--- config.mk ---
export PLATFORM = sky130hd
export DESIGN_NAME = axis_video_source
export DESIGN_NICKNAME = d
export VERILOG_FILES = /design/src/rtl/vga_pkg.sv /design/src/rtl/video_pattern_gen.sv /design/src/rtl/axis_video_source.sv
export SDC_FILE = /design/constraint.sdc
export NUM_CORES = 1
export LEC_CHECK = 0
export BUFFER_PORTS_ARGS = -buffer_cell sky130_fd_sc_hd__buf_2
export CAP_MARGIN = 0
export CORE_MARGIN = 4
export CORE_UTILIZATION = 53
export CTS_CLUSTER_SIZE = 25
export DETAILED_ROUTE_END_ITERATION = 10
export HOLD_SLACK_MARGIN = 0.1
export PLACE_DENSITY = 0.76
export SLEW_MARGIN = 20
export SYNTH_ARGS = -nofsm -noshare
export SYNTH_HDL_FRONTEND = slang
export SYNTH_HIERARCHICAL = 1
export SYNTH_SLANG_ARGS = --single-unit
--- constraint.sdc ---
create_clock -name axi_clk -period 2.6 [get_ports axi_clk]
set_clock_uncertainty 0.15 [all_clocks]
set_input_delay 0.52 -clock axi_clk [delete_from_list [all_inputs] [get_ports axi_clk]]
set_output_delay 0.52 -clock axi_clk [all_outputs]
set_load 0.01 [all_outputs]
--- src/rtl/vga_pkg.sv ---
// ============================================================================
// Module   : vga_pkg
// Purpose  : Shared types, RGB565 bar colours and the RGB565->RGB888 helper
//            used by the video source.
// Revision : 1.0 - initial release
// ============================================================================
`default_nettype none

package vga_pkg;

   typedef enum logic [1:0] {
      BARS    = 2'd0,
      RAMP    = 2'd1,
      CHECKER = 2'd2,
      SOLID   = 2'd3
   } video_pattern_e;

   localparam logic [15:0] c_bar_white   = 16'hFFFF;
   localparam logic [15:0] c_bar_yellow  = 16'hFFE0;
   localparam logic [15:0] c_bar_cyan    = 16'h07FF;
   localparam logic [15:0] c_bar_green   = 16'h07E0;
   localparam logic [15:0] c_bar_magenta = 16'hF81F;
   localparam logic [15:0] c_bar_red     = 16'hF800;
   localparam logic [15:0] c_bar_blue    = 16'h001F;
   localparam logic [15:0] c_bar_black   = 16'h0000;

   // MSB replication keeps full-scale 5/6-bit values at full-scale 8-bit.
   function automatic logic [23:0] rgb565_to_888(input logic [15:0] c);
      return {c[15:11], c[15:13], c[10:5], c[10:9], c[4:0], c[4:2]};
   endfunction

endpackage

`default_nettype wire

--- src/rtl/video_pattern_gen.sv ---
// ============================================================================
// Module   : video_pattern_gen
// Purpose  : Combinational RGB565 test-pattern generator (bars, ramp,
//            checkerboard, solid) addressed by pixel coordinates.
// Revision : 1.0 - initial release
// ============================================================================
`default_nettype none

module video_pattern_gen
   import vga_pkg::*;
#(
   parameter int H_ACTIVE = 1024
) (
   input  logic [11:0]    i_x,
   input  logic [11:0]    i_y,
   input  video_pattern_e i_pattern,
   input  logic [15:0]    i_solid_color,
   output logic [15:0]    o_rgb565
);

   localparam int c_band_w = H_ACTIVE / 8;

   logic [2:0]  w_band;
   logic [15:0] w_bar_color;
   logic        w_checker_white;

   // Threshold compare instead of division; band 7 soaks up the remainder.
   always_comb begin
      w_band = 3'd0;
      for (int k = 1; k < 8; k++) begin
         if (i_x >= 12'(k * c_band_w)) begin
            w_band = 3'(k);
         end
      end
   end

   always_comb begin
      case (w_band)
         3'd0:    w_bar_color = c_bar_white;
         3'd1:    w_bar_color = c_bar_yellow;
         3'd2:    w_bar_color = c_bar_cyan;
         3'd3:    w_bar_color = c_bar_green;
         3'd4:    w_bar_color = c_bar_magenta;
         3'd5:    w_bar_color = c_bar_red;
         3'd6:    w_bar_color = c_bar_blue;
         default: w_bar_color = c_bar_black;
      endcase
   end

   assign w_checker_white = (((i_x ^ i_y) & 12'h020) == 12'h000);

   always_comb begin
      case (i_pattern)
         BARS:    o_rgb565 = w_bar_color;
         RAMP:    o_rgb565 = {i_x[9:5], i_x[9:4], i_x[9:5]};
         CHECKER: o_rgb565 = w_checker_white ? 16'hFFFF : 16'h0000;
         SOLID:   o_rgb565 = i_solid_color;
         default: o_rgb565 = 16'h0000;
      endcase
   end

endmodule

`default_nettype wire

--- src/rtl/axis_video_source.sv ---
// ============================================================================
// Module   : axis_video_source
// Purpose  : AXI4-Stream raster video source with built-in test patterns,
//            register-slice output and optional inter-line gap.
//            Define AXIS_VIDEO_SRC_STATS_EN to add frame/stall counters.
// Revision : 1.0 - initial release
// ============================================================================
`default_nettype none

module axis_video_source
   import vga_pkg::*;
#(
   parameter int H_ACTIVE         = 1024,
   parameter int V_ACTIVE         = 768,
   parameter int AXIS_TDATA_WIDTH = 16,
   parameter int AXIS_TUSER_WIDTH = 1,
   parameter int USE_RGB888       = 0,
   parameter int LINE_GAP         = 0
) (
   input  logic                        axi_clk,
   input  logic                        axi_rstn,
   input  logic                        enable,
   input  logic                        frame_start,
   input  logic [1:0]                  pattern_sel,
   input  logic [15:0]                 solid_color,
   output logic [AXIS_TDATA_WIDTH-1:0] m_axis_tdata,
   output logic [AXIS_TUSER_WIDTH-1:0] m_axis_tuser,
   output logic                        m_axis_tlast,
   output logic                        m_axis_tvalid,
   input  logic                        m_axis_tready,
   output logic                        busy,
   output logic                        frame_done
`ifdef AXIS_VIDEO_SRC_STATS_EN
   ,
   output logic [15:0]                 frame_count,
   output logic [31:0]                 stall_count
`endif
);

   localparam logic [1:0]  c_st_idle  = 2'd0;
   localparam logic [1:0]  c_st_line  = 2'd1;
   localparam logic [1:0]  c_st_gap   = 2'd2;
   localparam logic [11:0] c_x_last   = 12'(H_ACTIVE - 1);
   localparam logic [11:0] c_y_last   = 12'(V_ACTIVE - 1);
   localparam logic [7:0]  c_gap_init = 8'(LINE_GAP - 1);
   localparam bit          c_has_gap  = (LINE_GAP > 0);

   logic [1:0]                  r_state;
   logic [1:0]                  w_next_state;
   logic [11:0]                 r_x;
   logic [11:0]                 r_y;
   logic [7:0]                  r_gap_cnt;
   video_pattern_e              r_pattern;
   logic [15:0]                 r_solid;
   logic [AXIS_TDATA_WIDTH-1:0] r_tdata;
   logic [AXIS_TUSER_WIDTH-1:0] r_tuser;
   logic                        r_tlast;
   logic                        r_tvalid;
   logic                        r_busy;
   logic                        r_frame_done;

   logic                        w_hs;
   logic                        w_start;
   logic                        w_load;
   logic                        w_line_end;
   logic                        w_frame_end;
   logic [11:0]                 w_nx_x;
   logic [11:0]                 w_nx_y;
   logic [11:0]                 w_ld_x;
   logic [11:0]                 w_ld_y;
   logic [15:0]                 w_pix565;
   logic [AXIS_TDATA_WIDTH-1:0] w_pix_out;
   logic [AXIS_TUSER_WIDTH-1:0] w_tuser_nxt;

   always_ff @(posedge axi_clk or negedge axi_rstn) begin
      if (!axi_rstn) begin
         r_state <= c_st_idle;
      end else begin
         r_state <= w_next_state;
      end
   end

   always_comb begin
      w_next_state = r_state;
      case (r_state)
         c_st_idle: if (w_start) w_next_state = c_st_line;
         c_st_line: begin
            if (w_line_end) begin
               if (r_y == c_y_last) begin
                  w_next_state = c_st_idle;
               end else if (c_has_gap) begin
                  w_next_state = c_st_gap;
               end
            end
         end
         c_st_gap:  if (r_gap_cnt == 8'd0) w_next_state = c_st_line;
         default:   w_next_state = c_st_idle;
      endcase
   end

   // The output register holds pixel (r_x, r_y); w_ld_* is the pixel to load next.
   always_comb begin
      w_hs        = r_tvalid && m_axis_tready;
      w_start     = 1'b0;
      w_load      = 1'b0;
      w_line_end  = 1'b0;
      w_frame_end = 1'b0;
      if (r_x == c_x_last) begin
         w_nx_x = 12'd0;
         w_nx_y = r_y + 12'd1;
      end else begin
         w_nx_x = r_x + 12'd1;
         w_nx_y = r_y;
      end
      w_ld_x = w_nx_x;
      w_ld_y = w_nx_y;
      case (r_state)
         c_st_idle: w_start = frame_start && enable && !r_frame_done;
         c_st_line: begin
            w_line_end  = w_hs && r_tlast;
            w_frame_end = w_line_end && (r_y == c_y_last);
            if (!r_tvalid) begin
               w_load = 1'b1;
               w_ld_x = r_x;
               w_ld_y = r_y;
            end else if (w_hs && !r_tlast) begin
               w_load = 1'b1;
            end else if (w_line_end && !w_frame_end && !c_has_gap) begin
               w_load = 1'b1;
            end
         end
         c_st_gap:  w_load = (r_gap_cnt == 8'd0);
         default:   w_load = 1'b0;
      endcase
   end

   always_comb begin
      w_tuser_nxt    = '0;
      w_tuser_nxt[0] = (w_ld_x == 12'd0) && (w_ld_y == 12'd0);
   end

   video_pattern_gen #(
      .H_ACTIVE (H_ACTIVE)
   ) u_pattern (
      .i_x           (w_ld_x),
      .i_y           (w_ld_y),
      .i_pattern     (r_pattern),
      .i_solid_color (r_solid),
      .o_rgb565      (w_pix565)
   );

   generate
      if (USE_RGB888 != 0) begin : g_rgb888
         assign w_pix_out = rgb565_to_888(w_pix565);
      end else begin : g_rgb565
         assign w_pix_out = w_pix565;
      end
   endgenerate

   always_ff @(posedge axi_clk or negedge axi_rstn) begin
      if (!axi_rstn) begin
         r_x          <= 12'd0;
         r_y          <= 12'd0;
         r_gap_cnt    <= 8'd0;
         r_pattern    <= BARS;
         r_solid      <= 16'd0;
         r_tdata      <= '0;
         r_tuser      <= '0;
         r_tlast      <= 1'b0;
         r_tvalid     <= 1'b0;
         r_busy       <= 1'b0;
         r_frame_done <= 1'b0;
      end else begin
         // Pattern and colour are frozen for the whole frame.
         if (w_start) begin
            r_x       <= 12'd0;
            r_y       <= 12'd0;
            r_pattern <= video_pattern_e'(pattern_sel);
            r_solid   <= solid_color;
         end else if (w_load) begin
            r_x <= w_ld_x;
            r_y <= w_ld_y;
         end

         if (w_line_end) begin
            r_gap_cnt <= c_gap_init;
         end else if ((r_state == c_st_gap) && (r_gap_cnt != 8'd0)) begin
            r_gap_cnt <= r_gap_cnt - 8'd1;
         end

         if (w_load) begin
            r_tvalid <= 1'b1;
            r_tdata  <= w_pix_out;
            r_tuser  <= w_tuser_nxt;
            r_tlast  <= (w_ld_x == c_x_last);
         end else if (w_hs) begin
            r_tvalid <= 1'b0;
         end

         if (w_load) begin
            r_busy <= 1'b1;
         end else if (w_frame_end) begin
            r_busy <= 1'b0;
         end

         r_frame_done <= w_frame_end;
      end
   end

   assign m_axis_tdata  = r_tdata;
   assign m_axis_tuser  = r_tuser;
   assign m_axis_tlast  = r_tlast;
   assign m_axis_tvalid = r_tvalid;
   assign busy          = r_busy;
   assign frame_done    = r_frame_done;

`ifdef AXIS_VIDEO_SRC_STATS_EN
   logic [15:0] r_frame_count;
   logic [31:0] r_stall_count;

   always_ff @(posedge axi_clk or negedge axi_rstn) begin
      if (!axi_rstn) begin
         r_frame_count <= 16'd0;
         r_stall_count <= 32'd0;
      end else begin
         if (r_frame_done) begin
            r_frame_count <= r_frame_count + 16'd1;
         end
         if (w_start) begin
            r_stall_count <= 32'd0;
         end else if (r_tvalid && !m_axis_tready && (r_stall_count != 32'hFFFF_FFFF)) begin
            r_stall_count <= r_stall_count + 32'd1;
         end
      end
   end

   assign frame_count = r_frame_count;
   assign stall_count = r_stall_count;
`endif

endmodule

`default_nettype wire

==> results.md <==
- Status: complete, but fails checks
- Mapped cell area: 3757 µm²
- Final hold violations: 0
- Max Cap Violations: 0
- Cells after DPL: 645
- Die Wd: 92.20 µm
- Worst hold path class: input port to register
- Fin cells: 665
- Wire per inst: 15.87 µm
- Max Transition Viols Final: 0
- Setup CP Type: register to register
- TritonRoute pass-1 iters: 5
- Syn Nets: 495
- Final period util: 105.8%
- # setup viols final: 17
- PD cells: 834.9 nW/µm²
- WP data required: 2740 ps
- Later-pin clock latency in the skew report: 350 ps
- Syn Area/Cell: 7.994 µm²
- Htree depth: 3
- Critical Path End Type: register
- Layout fillers: 568
- I/O Pins: 44
- Row count: 30
- Fin worst setup slack: -151.9 ps
- Initial core utilization: 55.00%
- Area Overhead vs Synth: 27.51%
- Post-DRT Antenna Nets: 0
- CTS Buf Count: 9
- Hold Slack: 203.4 ps
- Failing checks: setup timing
- Min cycle time layout: 2752 ps
- P_int: 2.463 mW
- Pin count of the biggest net entering global routing: 36
- Root buffer cell: clkbuf_8
- Max Clock Freq: 0.3634 GHz
- Vias per cell: 5.582
- Worst Hold Depth: 3
- Worst VDD drop: 0.6635 mV
- Final Wtd Congestion: 0.9510
- Leakage: 2.509 nW
- DR vias: 3712
- Net Switching: 1.537 mW
- Seq pwr share: 35.9%
- CTS tree: yes
- Syn Inst Count: 470
- Reg2Reg Depth: 9
- NumNets Final: 589
- Rel. slew slack: 49.00%
- Die height: 92.20 µm
- Switching share of power: 38.42%
- Die ar.: 8501 µm²
- Drt initial violations: 270
- Commonest non-fill, non-tap cell in the layout: nand2_1
- Clock network power share: 22.5%
- Combinational fraction of design power: 41.6%
- DRT Wirelength: 10.55 mm
- Gr usage total: 26.14%
- Critical Path AT: 2890 ps
- Layout cells sized above 1: 27.07%
- IO buf count: 43
- Most frequent cells in the layout: 167 x nand2_1, 64 x dfrtp_1, 63 x buf_4
- Measured slew at the worst slew-check pin: 765.0 ps
- Clk slew on worst S/H paths: 80 ps
- Residual DRC count: 0
- Antenna diode count: 0
- Grt ovf: 0
- CTS sink cnt: 64
- Initial antenna violation count: 0
- Global-route wire length before repair: 17.60 mm
- Core Box Area: 6832 µm²
- Vias in the first global route: 3731
- DP HPWL: 7.611 mm
- Nature of the critical path startpoint: register
- RSZ-0062 raised after global routing: yes
- Yosys warning count: 6
- Clock Tree Buf Depth: 2
- Crit Path Max Fanout: 5
[path summary, 6_finish.rpt]
| path | startpoint | end | slack [ps] |
|---|---|---|---|
| setup / recovery | r_x[0]$_DFFE_PN0P_ | m_axis_tdata[5]$_DFFE_PN0P_ | -150 |
| max in group asynchronous | axi_rstn | r_y[0]$_DFFE_PN0P_ | 950 |
| hold reg to reg | r_solid[10]$_DFFE_PN0P_ | r_solid[10]$_DFFE_PN0P_ | 330 |
| hold / removal | solid_color[3] | r_solid[3]$_DFFE_PN0P_ | 200 |
| setup reg to reg | r_x[0]$_DFFE_PN0P_ | m_axis_tdata[5]$_DFFE_PN0P_ | -150 |
| min in group asynchronous | axi_rstn | r_solid[5]$_DFFE_PN0P_ | 630 |
[registers in the layout (all words and copies together), names as in the netlist]
register       flops
r_state            1
m_axis_tvalid      1
r_pattern          2
frame_done         1
r_solid           16
m_axis_tlast       1
busy               1
r_y               12
m_axis_tuser       1
m_axis_tdata      16
r_x               12
[power by group through the flow]
stage               clock network, mW  logic, mW  registers (mW)
floorplan                           0      0.896            1.48
global placement                    0       1.57            1.44
detailed placement                  0       1.60            1.44
CTS                             0.912       1.64            1.43
global route                    0.956       1.83            1.48
finish                          0.902       1.66            1.43
[metrics by stage]
step	setup TNS [ps]	power, mW	setup slack, ps	instance area (µm²)	util [%]
global route	-3026	4.262	-234.4	4791	70.13
floorplan	-3648	2.380	-252.5	3781	-
finish	-1454	4.000	-151.9	4791	70.13
global placement	-1110	3.004	-91.16	4492	65.75
detailed placement	-2029	3.034	-161.7	4492	65.75
CTS	-1543	3.985	-172.5	4760	69.67
[worst max-delay path, stage by stage, from the launching register on]
cell and delay [ps]:
dfrtp_1 410, ha_4 170, nand2_4 50, or4_4 500, mux2_4 330, or4_4 590, o22ai_4 230, a21o_1 150
nand2_2 60, nand2_1 60
[metal layers]
metal  global-route usage [%]  vias up  wire, µm
li1                         -     1783         -
met1                    31.37     1779      4389
met2                    45.74      123      5326
met3                    4.594       27       495
met4                    11.51        0       340
met5                        0        -         0
[layout make-up]
class	count	area [µm²]	share of cell area, %
Inverter	11	41.29	0.8618
Clock buffer	10	137.6	2.873
Multi-Input combinational cell	369	2093	43.69
Tap cell	96	120.1	2.507
Sequential cell	64	1602	33.43
Timing Repair Buffer	109	729.5	15.23
Clock inverter	6	67.56	1.410
[what timing repair did]
item                                   CTS  global route
setup endpoints to repair               17            19
gates resized for setup                  5             7
buffers inserted                         3             0
endpoints found under the hold margin   28             0
hold buffers                             1             0
pin swaps                                3             2
cloned                                   0             0
(Power assumes the default switching activity.)
